### src/rtl/cpu_step_controller.sv
// -----------------------------------------------------------------------------
// cpu_step_controller
//
// Run/step/halt sequencer for the pipelined RISC-V core. The core runs on the
// board clock and is advanced by a single registered clock-enable pulse
// (cpu_ce) rather than by a divided clock. After board reset the core is held
// in reset for RST_HOLD cycles. It then free-runs (one cpu_ce every RUN_DIV
// cycles) or single-steps on debounced step-button presses. It stops for good
// once the core reports a halt on an enabled cycle.
//
// Ports:
//   clk_100MHz  in   board clock, the only clock in this block
//   rst_n       in   asynchronous active-low reset
//   btn_step    in   raw step pushbutton (asynchronous, bouncy)
//   sw_run      in   raw run switch (asynchronous), 1 = free-run
//   halt_req    in   halt request from the core, honoured only while cpu_ce=1
//   cpu_rst_n   out  registered active-low reset to the core
//   cpu_ce      out  registered one-cycle core clock-enable
//   halted      out  registered, high in HALTED
//   running     out  registered, high in RUN
//   cycle_count out  number of cpu_ce pulses since reset (wraps)
// -----------------------------------------------------------------------------
module cpu_step_controller #(
    parameter int DEBOUNCE_CYCLES = 1000000,
    parameter int RUN_DIV         = 2,
    parameter int RST_HOLD        = 16
) (
    input  logic        clk_100MHz,
    input  logic        rst_n,
    input  logic        btn_step,
    input  logic        sw_run,
    input  logic        halt_req,
    output logic        cpu_rst_n,
    output logic        cpu_ce,
    output logic        halted,
    output logic        running,
    output logic [31:0] cycle_count
);

    localparam int DB_W   = $clog2(DEBOUNCE_CYCLES);
    localparam int PH_W   = (RUN_DIV > 1) ? $clog2(RUN_DIV) : 1;
    localparam int HOLD_W = (RST_HOLD > 1) ? $clog2(RST_HOLD) : 1;

    localparam logic [DB_W-1:0]   DB_LAST   = DB_W'(DEBOUNCE_CYCLES - 1);
    localparam logic [PH_W-1:0]   PH_LAST   = PH_W'(RUN_DIV - 1);
    localparam logic [HOLD_W-1:0] HOLD_LAST = HOLD_W'(RST_HOLD - 1);

    typedef enum logic [1:0] {
        ST_RESET_HOLD = 2'd0,
        ST_PAUSE      = 2'd1,
        ST_RUN        = 2'd2,
        ST_HALTED     = 2'd3
    } state_e;

    // Synchronizers and debouncers
    logic            step_meta_q, step_meta_d;
    logic            step_sync_q, step_sync_d;
    logic            run_meta_q,  run_meta_d;
    logic            run_sync_q,  run_sync_d;
    logic            step_db_q,   step_db_d;
    logic [DB_W-1:0] step_cnt_q,  step_cnt_d;
    logic            run_db_q,    run_db_d;
    logic [DB_W-1:0] run_cnt_q,   run_cnt_d;
    logic            step_prev_q, step_prev_d;
    logic            step_pulse_q, step_pulse_d;

    // Sequencer
    state_e            state_q,       state_d;
    logic [HOLD_W-1:0] hold_cnt_q,    hold_cnt_d;
    logic [PH_W-1:0]   phase_q,       phase_d;
    logic              cpu_rst_n_q,   cpu_rst_n_d;
    logic              cpu_ce_q,      cpu_ce_d;
    logic              halted_q,      halted_d;
    logic              running_q,     running_d;
    logic [31:0]       cycle_count_q, cycle_count_d;
    logic              halt_hit;

    // Returns {new_level, new_count}. The count only advances while the
    // sample disagrees with the accepted level, so any agreeing sample
    // (a glitch ending) restarts the qualification window.
    function automatic logic [DB_W:0] debounce_next(
        input logic            sample,
        input logic            level,
        input logic [DB_W-1:0] cnt
    );
        logic [DB_W-1:0] inc;
        inc = cnt + 1'b1;
        if (sample == level) begin
            return {level, {DB_W{1'b0}}};
        end else if (cnt == DB_LAST) begin
            return {sample, {DB_W{1'b0}}};
        end else begin
            return {level, inc};
        end
    endfunction

    always_comb begin
        step_meta_d = btn_step;
        step_sync_d = step_meta_q;
        run_meta_d  = sw_run;
        run_sync_d  = run_meta_q;
        {step_db_d, step_cnt_d} = debounce_next(step_sync_q, step_db_q, step_cnt_q);
        {run_db_d,  run_cnt_d}  = debounce_next(run_sync_q,  run_db_q,  run_cnt_q);
        // Only the press (rising edge) of the debounced button is a step.
        step_prev_d  = step_db_q;
        step_pulse_d = step_db_q & ~step_prev_q;
    end

    always_ff @(posedge clk_100MHz or negedge rst_n) begin
        if (!rst_n) begin
            step_meta_q  <= 1'b0;
            step_sync_q  <= 1'b0;
            run_meta_q   <= 1'b0;
            run_sync_q   <= 1'b0;
            step_db_q    <= 1'b0;
            step_cnt_q   <= '0;
            run_db_q     <= 1'b0;
            run_cnt_q    <= '0;
            step_prev_q  <= 1'b0;
            step_pulse_q <= 1'b0;
        end else begin
            step_meta_q  <= step_meta_d;
            step_sync_q  <= step_sync_d;
            run_meta_q   <= run_meta_d;
            run_sync_q   <= run_sync_d;
            step_db_q    <= step_db_d;
            step_cnt_q   <= step_cnt_d;
            run_db_q     <= run_db_d;
            run_cnt_q    <= run_cnt_d;
            step_prev_q  <= step_prev_d;
            step_pulse_q <= step_pulse_d;
        end
    end

    // Halt is judged against the registered enable actually seen by the core,
    // and takes priority over any run-switch change in the same cycle.
    assign halt_hit = cpu_ce_q & halt_req;

    always_comb begin
        state_d       = state_q;
        hold_cnt_d    = hold_cnt_q;
        phase_d       = phase_q;
        cpu_rst_n_d   = cpu_rst_n_q;
        cpu_ce_d      = 1'b0;
        cycle_count_d = cycle_count_q + {31'b0, cpu_ce_q};

        case (state_q)
            ST_RESET_HOLD: begin
                if (hold_cnt_q == HOLD_LAST) begin
                    cpu_rst_n_d = 1'b1;
                    phase_d     = '0;
                    state_d     = run_db_q ? ST_RUN : ST_PAUSE;
                end else begin
                    hold_cnt_d = hold_cnt_q + 1'b1;
                end
            end
            ST_PAUSE: begin
                if (halt_hit) begin
                    state_d = ST_HALTED;
                end else if (run_db_q) begin
                    state_d = ST_RUN;
                    phase_d = '0;
                end else begin
                    cpu_ce_d = step_pulse_q;
                end
            end
            ST_RUN: begin
                if (halt_hit) begin
                    state_d = ST_HALTED;
                end else if (!run_db_q) begin
                    state_d = ST_PAUSE;
                end else begin
                    cpu_ce_d = (phase_q == PH_LAST);
                    phase_d  = (phase_q == PH_LAST) ? '0 : phase_q + 1'b1;
                end
            end
            ST_HALTED: begin
                state_d = ST_HALTED;
            end
            default: begin
                state_d = ST_RESET_HOLD;
            end
        endcase

        // Status flags are registered from the next state so they move
        // together with the state register.
        running_d = (state_d == ST_RUN);
        halted_d  = (state_d == ST_HALTED);
    end

    always_ff @(posedge clk_100MHz or negedge rst_n) begin
        if (!rst_n) begin
            state_q       <= ST_RESET_HOLD;
            hold_cnt_q    <= '0;
            phase_q       <= '0;
            cpu_rst_n_q   <= 1'b0;
            cpu_ce_q      <= 1'b0;
            halted_q      <= 1'b0;
            running_q     <= 1'b0;
            cycle_count_q <= '0;
        end else begin
            state_q       <= state_d;
            hold_cnt_q    <= hold_cnt_d;
            phase_q       <= phase_d;
            cpu_rst_n_q   <= cpu_rst_n_d;
            cpu_ce_q      <= cpu_ce_d;
            halted_q      <= halted_d;
            running_q     <= running_d;
            cycle_count_q <= cycle_count_d;
        end
    end

    assign cpu_rst_n   = cpu_rst_n_q;
    assign cpu_ce      = cpu_ce_q;
    assign halted      = halted_q;
    assign running     = running_q;
    assign cycle_count = cycle_count_q;

endmodule

### config.mk
export PLATFORM = sky130hd
export DESIGN_NAME = cpu_step_controller
export DESIGN_NICKNAME = d
export VERILOG_FILES = /design/src/rtl/cpu_step_controller.sv
export SDC_FILE = /design/constraint.sdc
export NUM_CORES = 1
export LEC_CHECK = 0
export ABC_AREA = 0
export CAP_MARGIN = 20
export CORE_MARGIN = 2
export CORE_UTILIZATION = 33
export DETAILED_ROUTE_END_ITERATION = 7
export PLACE_DENSITY = 0.54
export SKIP_CTS_REPAIR_TIMING = 1
export SKIP_LAST_GASP = 1
export SYNTH_ARGS = -nofsm -noshare
export SYNTH_HDL_FRONTEND = slang
export SYNTH_SLANG_ARGS = --single-unit
### constraint.sdc
create_clock -name clk_100MHz -period 2.6 [get_ports clk_100MHz]
set_input_delay 0.65 -clock clk_100MHz [delete_from_list [all_inputs] [get_ports clk_100MHz]]
set_output_delay 0.65 -clock clk_100MHz [all_outputs]
set_load 0.02 [all_outputs]
==> metrics, run 1 <==
Compound-Gate Fraction of Synth Area 0.06335; chip width 117.4 µm; CTS buffer count 9; met2 WL around 4000 µm; mux share of post-synthesis cell area 0.01061; leakage 2.246 nW; internal power 2.318 mW; endpoint type of the worst setup path primary output; ys async rst share 1.000; slowest stage delay, CP ~0.65 ns; maxcap violations 0; first-pass GRT wire length roughly 15000 µm; Area Overhead vs Synth 22.95%; final period utilization 0.8136; CTS tree done; number of enable flip-flop cells after synthesis 0; Starting DRT DRC Count 144; Sink Count a little over 90; Clk pin slew, worst setup/hold paths 0.06 ns; Min-Delay Path Class in2async; CP Launch Type flip-flop; Rel. slew slack 0.5530; top routing layer used met4; yosys warns 0; Final GP Congestion around 0.77; detailed placer's ending HPWL 5932 µm; Synth Register Bits between 90 and 100; DRT Wirelength 8546 µm; dpl cell area between 0.004 and 0.005 mm²; Root Driver clkbuf_16; Netlist Area Pre-Place 0.004247 mm²; Max IR drop VDD 344.2 µV; die area ~0.014 mm²; WP buf/inv 1; post-route cell area 0.005221 mm²; Top-Level Pins 41; P per Cell Area 558.8 mW/mm²; final core utilization 0.4154; critical-path cell list clkdlybuf4s50_1; combinational family with the most area after synthesis simple AND/OR/NAND/NOR gates; crit path kind reg2out; crit path DAT 1.47 ns; clock buffer depth 2; share of cells above drive strength 1 0.07860; Simple-Gate Fraction of Synth Area 0.2163; sequential share of power 0.492; Power, Total ~2.9 mW; CTS H-tree lvls 3; largest net degree at the start of global routing 45; DRC violations left 0; Least-Margin Pin Slew 0.6643 ns; port bufs 40; Mapped Nets between 400 and 500; final setup TNS 0 ns; routed via count 3084; CP Launch Point cycle_count[19]$_DFF_PN0_; FF-to-FF Start cpu_ce$_DFF_PN0_; skew final 0.006937 ns; status complete, no violations; initial antenna violation count 0; R2R Setup Slk 0.56 ns; nets approximately 470; Initial Util 0.3379; length of routed met3 wiring approximately 320 µm; diodes inserted 0; Synth Area in Adders 0.02946; Worst path top cell family by delay buffers and inverters; Synth Area in XOR/XNOR 0.1217; sequential share of the synthesized area 0.5362; Mean Syn Cell Area between 10 and 15 µm²; Switch Pwr about 0.60 mW; post-synthesis cell type count 40; fin. max-slew vios 0; combinational share of power 0.023; drt wl/cell 13.57 µm; Final Hold Fails 0; Fmax achieved 0.4727 GHz; Final min period about 2.1 ns; Slowest cell on crit path clkdlybuf4s50_1; RSZ-0062 raised after global routing false; critical path required time 1.95 ns; GRT Residual Overflow 0; All-Layer GR Usage 0.1329; clk_lat worst skew 0.34 ns; vias in the first global route 3045; Net Sw Frac 0.2056; final setup vio count 0; Die Y 117.4 µm; post-DR vias/cell 4.895; met1 wire length a little over 4000 µm; Clock power frac 0.485; total core area 0.01257 mm²; Synth Flop Type dfrtp_1; Detail Route Antenna Nets 0; 1st-pass router iterations 4; Core Rows 41; Critical Path Fanout Max 7; Mapped Cells 399
## state kept, by name, summed over array words and instances, names as in the netlist
register      flops
cycle_count      32
run_cnt_q        20
step_cnt_q       20
hold_cnt_q        4
state_q           2
cpu_ce            1
cpu_rst_n         1
halted            1
phase_q           1
run_db_q          1
run_meta_q        1
run_sync_q        1
running           1
step_db_q         1
step_meta_q       1
step_prev_q       1
step_pulse_q      1
step_sync_q       1
## through the flow
stage / hold slack (ns) / worst slack (ns) / std cells
floorplan: 0.3312 / 0.6702 / 399
global placement: 0.3335 / 0.6159 / 614
global route: 0.3519 / 0.3933 / 630
detailed placement: 0.3371 / 0.5252 / 614
CTS: 0.3309 / 0.4640 / 630
finish: 0.3035 / 0.4846 / 630
## routing by layer
metal / track usage / up-vias
met3: 0.02870 / 11
met2: 0.2058 / 47
met1: 0.1759 / 1508
met4: 0.06702 / 0
met5: 0 / -
li1: - / 1518
## Yosys cell counts (2+ instances only)
cell type  number  area share
nand3_1        29       0.034
or3_1           6      0.0088
xnor2_1        35       0.072
nand4_1        20       0.029
and3_1         10       0.015
nor2_1         39       0.034
nand2_1        20       0.018
xor2_1         24       0.049
a21oi_1        16       0.019
dfrtp_1        91        0.54
mux2_2          4       0.011
nor4_1         13       0.019
nor2b_1         2      0.0029
nand3_2         2      0.0047
o31ai_1         4      0.0071
and4_1          4      0.0082
ha_1           10       0.029
o21ai_0        12       0.014
inv_1          19       0.017
clkbuf_1        2      0.0018
nor3_1         13       0.015
or4_1           5      0.0088
and2_1          2      0.0029
## final cells by class
| class | instances | area [µm²] |
|---|---|---|
| Fill cell | 1217 | 7347 |
| Sequential cell | 91 | 2277 |
| Multi-Input combinational cell | 285 | 1874 |
| Timing Repair Buffer | 47 | 462.9 |
| Clock buffer | 12 | 246.5 |
| Tap cell | 172 | 215.2 |
| Clock inverter | 4 | 73.82 |
| Inverter | 19 | 71.32 |
## cells by family (layout without fill, tap and decap cells)
family	count (synthesis)	after routing
AOI/OAI and AO/OA	40	40
adders and majority gates	10	10
buffers and inverters	23	82
muxes	4	4
DFF	91	91
xor gates and xnor gates	59	59
and+or+nand+nor	172	172
## placed cells by master, fill, tap and decap left out, types with 2 or more instances in the layout
master / Yosys / layout
nor2_1: 39 / 39
clkbuf_16: 0 / 9
or3_1: 6 / 6
nand2_1: 20 / 20
nand3_2: 2 / 2
nor3_1: 13 / 13
and2_1: 2 / 2
clkbuf_1: 2 / 2
nand3_1: 29 / 29
clkdlybuf4s50_1: 0 / 39
ha_1: 10 / 10
nor4_1: 13 / 13
xnor2_1: 35 / 35
buf_4: 0 / 7
bufinv_16: 0 / 2
or4_1: 5 / 5
mux2_2: 4 / 4
inv_1: 19 / 19
a21oi_1: 16 / 16
xor2_1: 24 / 24
o31ai_1: 4 / 4
and3_1: 10 / 10
and4_1: 4 / 4
o21ai_0: 12 / 12
nor2b_1: 2 / 2
dfrtp_1: 91 / 91
nand4_1: 20 / 20
## final timing paths
kind,to,depth (start not counted)
worst max-delay path,cycle_count[19],1
worst min-delay path,hold_cnt_q[1]$_DFFE_PN0P_,1
worst max register to register,cycle_count[31]$_DFF_PN0_,5
worst min register to register,run_sync_q$_DFF_PN0_,0
max in group asynchronous,cycle_count[29]$_DFF_PN0_,2
min in group clk_100MHz,run_sync_q$_DFF_PN0_,0
## power by group through the flow
stage / sequential [mW] / clock [mW] / combinational (mW)
2_1_floorplan: 1.46 / 0 / 0.0245
3_3_place_gp: 1.46 / 0 / 0.0698
3_5_place_dp: 1.46 / 0 / 0.0708
4_1_cts: 1.43 / 1.47 / 0.0712
5_1_grt: 1.44 / 1.52 / 0.0783
6_report: 1.43 / 1.42 / 0.0673
Power figures use the tool's default switching activity.
==> inputs of run 2 (changes only) <==
clock period = 2.1 ns   (was 2.6 ns; I/O delays follow)
==> metrics, run 2 (synthesis results as in run 1) <==
status complete, no violations; 1st-pass router iterations 4 (unchanged); Sink Count 91 (unchanged); initial antenna violation count 0 (unchanged); post-DR vias/cell 4.897 (about the same); die area 0.01379 mm² (unchanged); critical path required time 1.57 ns (-0.38 ns); Root Driver clkbuf_16; Critical Path Fanout Max 7 (unchanged); vias in the first global route 3209 (+5.4%); Top-Level Pins 41 (unchanged); Starting DRT DRC Count 179 (+24%); fin. max-slew vios 0 (unchanged); port bufs 40 (unchanged); most common cell after layout, fill and taps aside dfrtp_1; CP Launch Type flip-flop; Core Rows 41 (unchanged); RSZ-0062 raised after global routing false; CTS H-tree lvls 3 (unchanged); Clk pin slew, worst setup/hold paths 0.06 ns (about the same); skew final 0.009794 ns (+0.002857 ns); All-Layer GR Usage 0.1371 (+0.004187); DRC violations left 0 (unchanged); endpoint type of the worst setup path primary output; Least-Margin Pin Slew 0.4823 ns (-0.1820 ns); chip width 117.4 µm (unchanged); Die Y 117.4 µm (unchanged); CTS buffer count 9 (unchanged); total core area 0.01257 mm² (unchanged); largest net degree at the start of global routing 37 (-18%); detailed placer's ending HPWL 6234 µm (+5.1%); commonest cells after routing, fill and taps aside 91 x dfrtp_1, 39 x nor2_1, 39 x clkdlybuf4s50_1; leakage 2.267 nW (+0.96%); final setup TNS 0 ns (unchanged); critical-path cell list clkdlybuf4s50_1; P per Cell Area 637.1 mW/mm² (+14%); Final min period 1.998 ns; Initial Util 0.3379 (unchanged); Detail Route Antenna Nets 0 (unchanged); post-route cell area 0.005238 mm² (+0.31%); Worst Reg-to-Reg Cells 5 (unchanged); area occupied by multi-input gates 0.001874 mm² (unchanged); final setup vio count 0 (unchanged); Largest register FFs 32 (unchanged); Slowest cell on crit path clkdlybuf4s50_1; CTS tree done; WP buf/inv 1 (unchanged); Final Hold Fails 0 (unchanged); dpl cell area 0.004976 mm² (+1.5%); FF-to-FF Start step_cnt_q[16]$_DFF_PN0_; routed via count 3129 (+1.5%); FF-to-FF End step_cnt_q[2]$_DFF_PN0_; DRT Wirelength 8707 µm (+1.9%); final period utilization 0.9513; register area 0.002277 mm² (unchanged); Worst path top cell family by delay buffers and inverters; fill count 1234 (+1.4%); maxcap violations 0 (unchanged); drt wl/cell 13.63 µm (+0.45%); clock buffer depth 2 (unchanged); nets 478 (+2.1%); diodes inserted 0 (unchanged); first-pass GRT wire length 15370 µm (+2.3%); Final GP Congestion 0.7848 (+2.2%); crit path kind reg2out; GRT Residual Overflow 0 (unchanged); Fmax achieved 0.5006 GHz; Rel. slew slack 0.6784 (+0.1254); Min Hold Slack 0.1365 ns (-0.1670 ns); share of cells above drive strength 1 0.09636 (+0.01776); Min-Delay Path Class in2async; final core utilization 0.4167 (+0.001294); R2R Setup Slk 0.17 ns (-0.39 ns); clk_lat worst skew 0.35 ns (about the same); slowest stage delay, CP 0.65 ns (about the same); Max IR drop VDD 281.9 µV (-18%); crit path DAT 1.47 ns (about the same); Area Overhead vs Synth 23.34%
-- run 2: power by group --
| group | switching (mW) | internal, mW | leakage [nW] |
|---|---|---|---|
| combinational | 0.0571 | 0.0282 | 0.883 |
| clock | 0.652 | 0.822 | 0.132 |
| sequential | 0.0110 | 1.77 | 1.25 |
-- run 2: through the flow --
step	setup WS (ns)	instances	power, mW
2_1_floorplan	0.1702	399	1.838
5_1_grt	0.004301	639	3.477
3_3_place_gp	0.1754	624	1.897
4_1_cts	0.08663	639	3.392
3_5_place_dp	0.1786	624	1.900
6_report	0.1022	639	3.337
-- run 2: cell type report --
type	count	share of cell area
clock inverters	3	0.002867
well taps	172	0.04109
inverters	19	0.01362
repair buffers	57	0.1027
multi-input cells	285	0.3579
clock buffers	12	0.04706
flip-flops and latches	91	0.4348
-- run 2: layer usage --
metal | global-route usage | vias up | wire length [µm]
met4 | 0.06928 | 0 | 210
li1 | - | 1537 | -
met1 | 0.1743 | 1535 | 4067
met2 | 0.2193 | 40 | 4146
met5 | 0 | - | 0
met3 | 0.03161 | 17 | 283
-- run 2: worst max-delay path by stage --
| stage | startpoint | end | slack, ns | depth (start not counted) |
|---|---|---|---|---|
| floorplan | step_cnt_q[16]$_DFF_PN0_ | step_cnt_q[11]$_DFF_PN0_ | 0.17 | 5 |
| CTS | cycle_count[3]$_DFF_PN0_ | cycle_count[3] | 0.09 | 1 |
| global placement | cpu_ce$_DFF_PN0_ | cycle_count[31]$_DFF_PN0_ | 0.18 | 5 |
| global route | run_cnt_q[0]$_DFF_PN0_ | run_cnt_q[18]$_DFF_PN0_ | 0.004 | 5 |
| finish | cycle_count[19]$_DFF_PN0_ | cycle_count[19] | 0.10 | 1 |
| detailed placement | cpu_ce$_DFF_PN0_ | cycle_count[31]$_DFF_PN0_ | 0.18 | 5 |
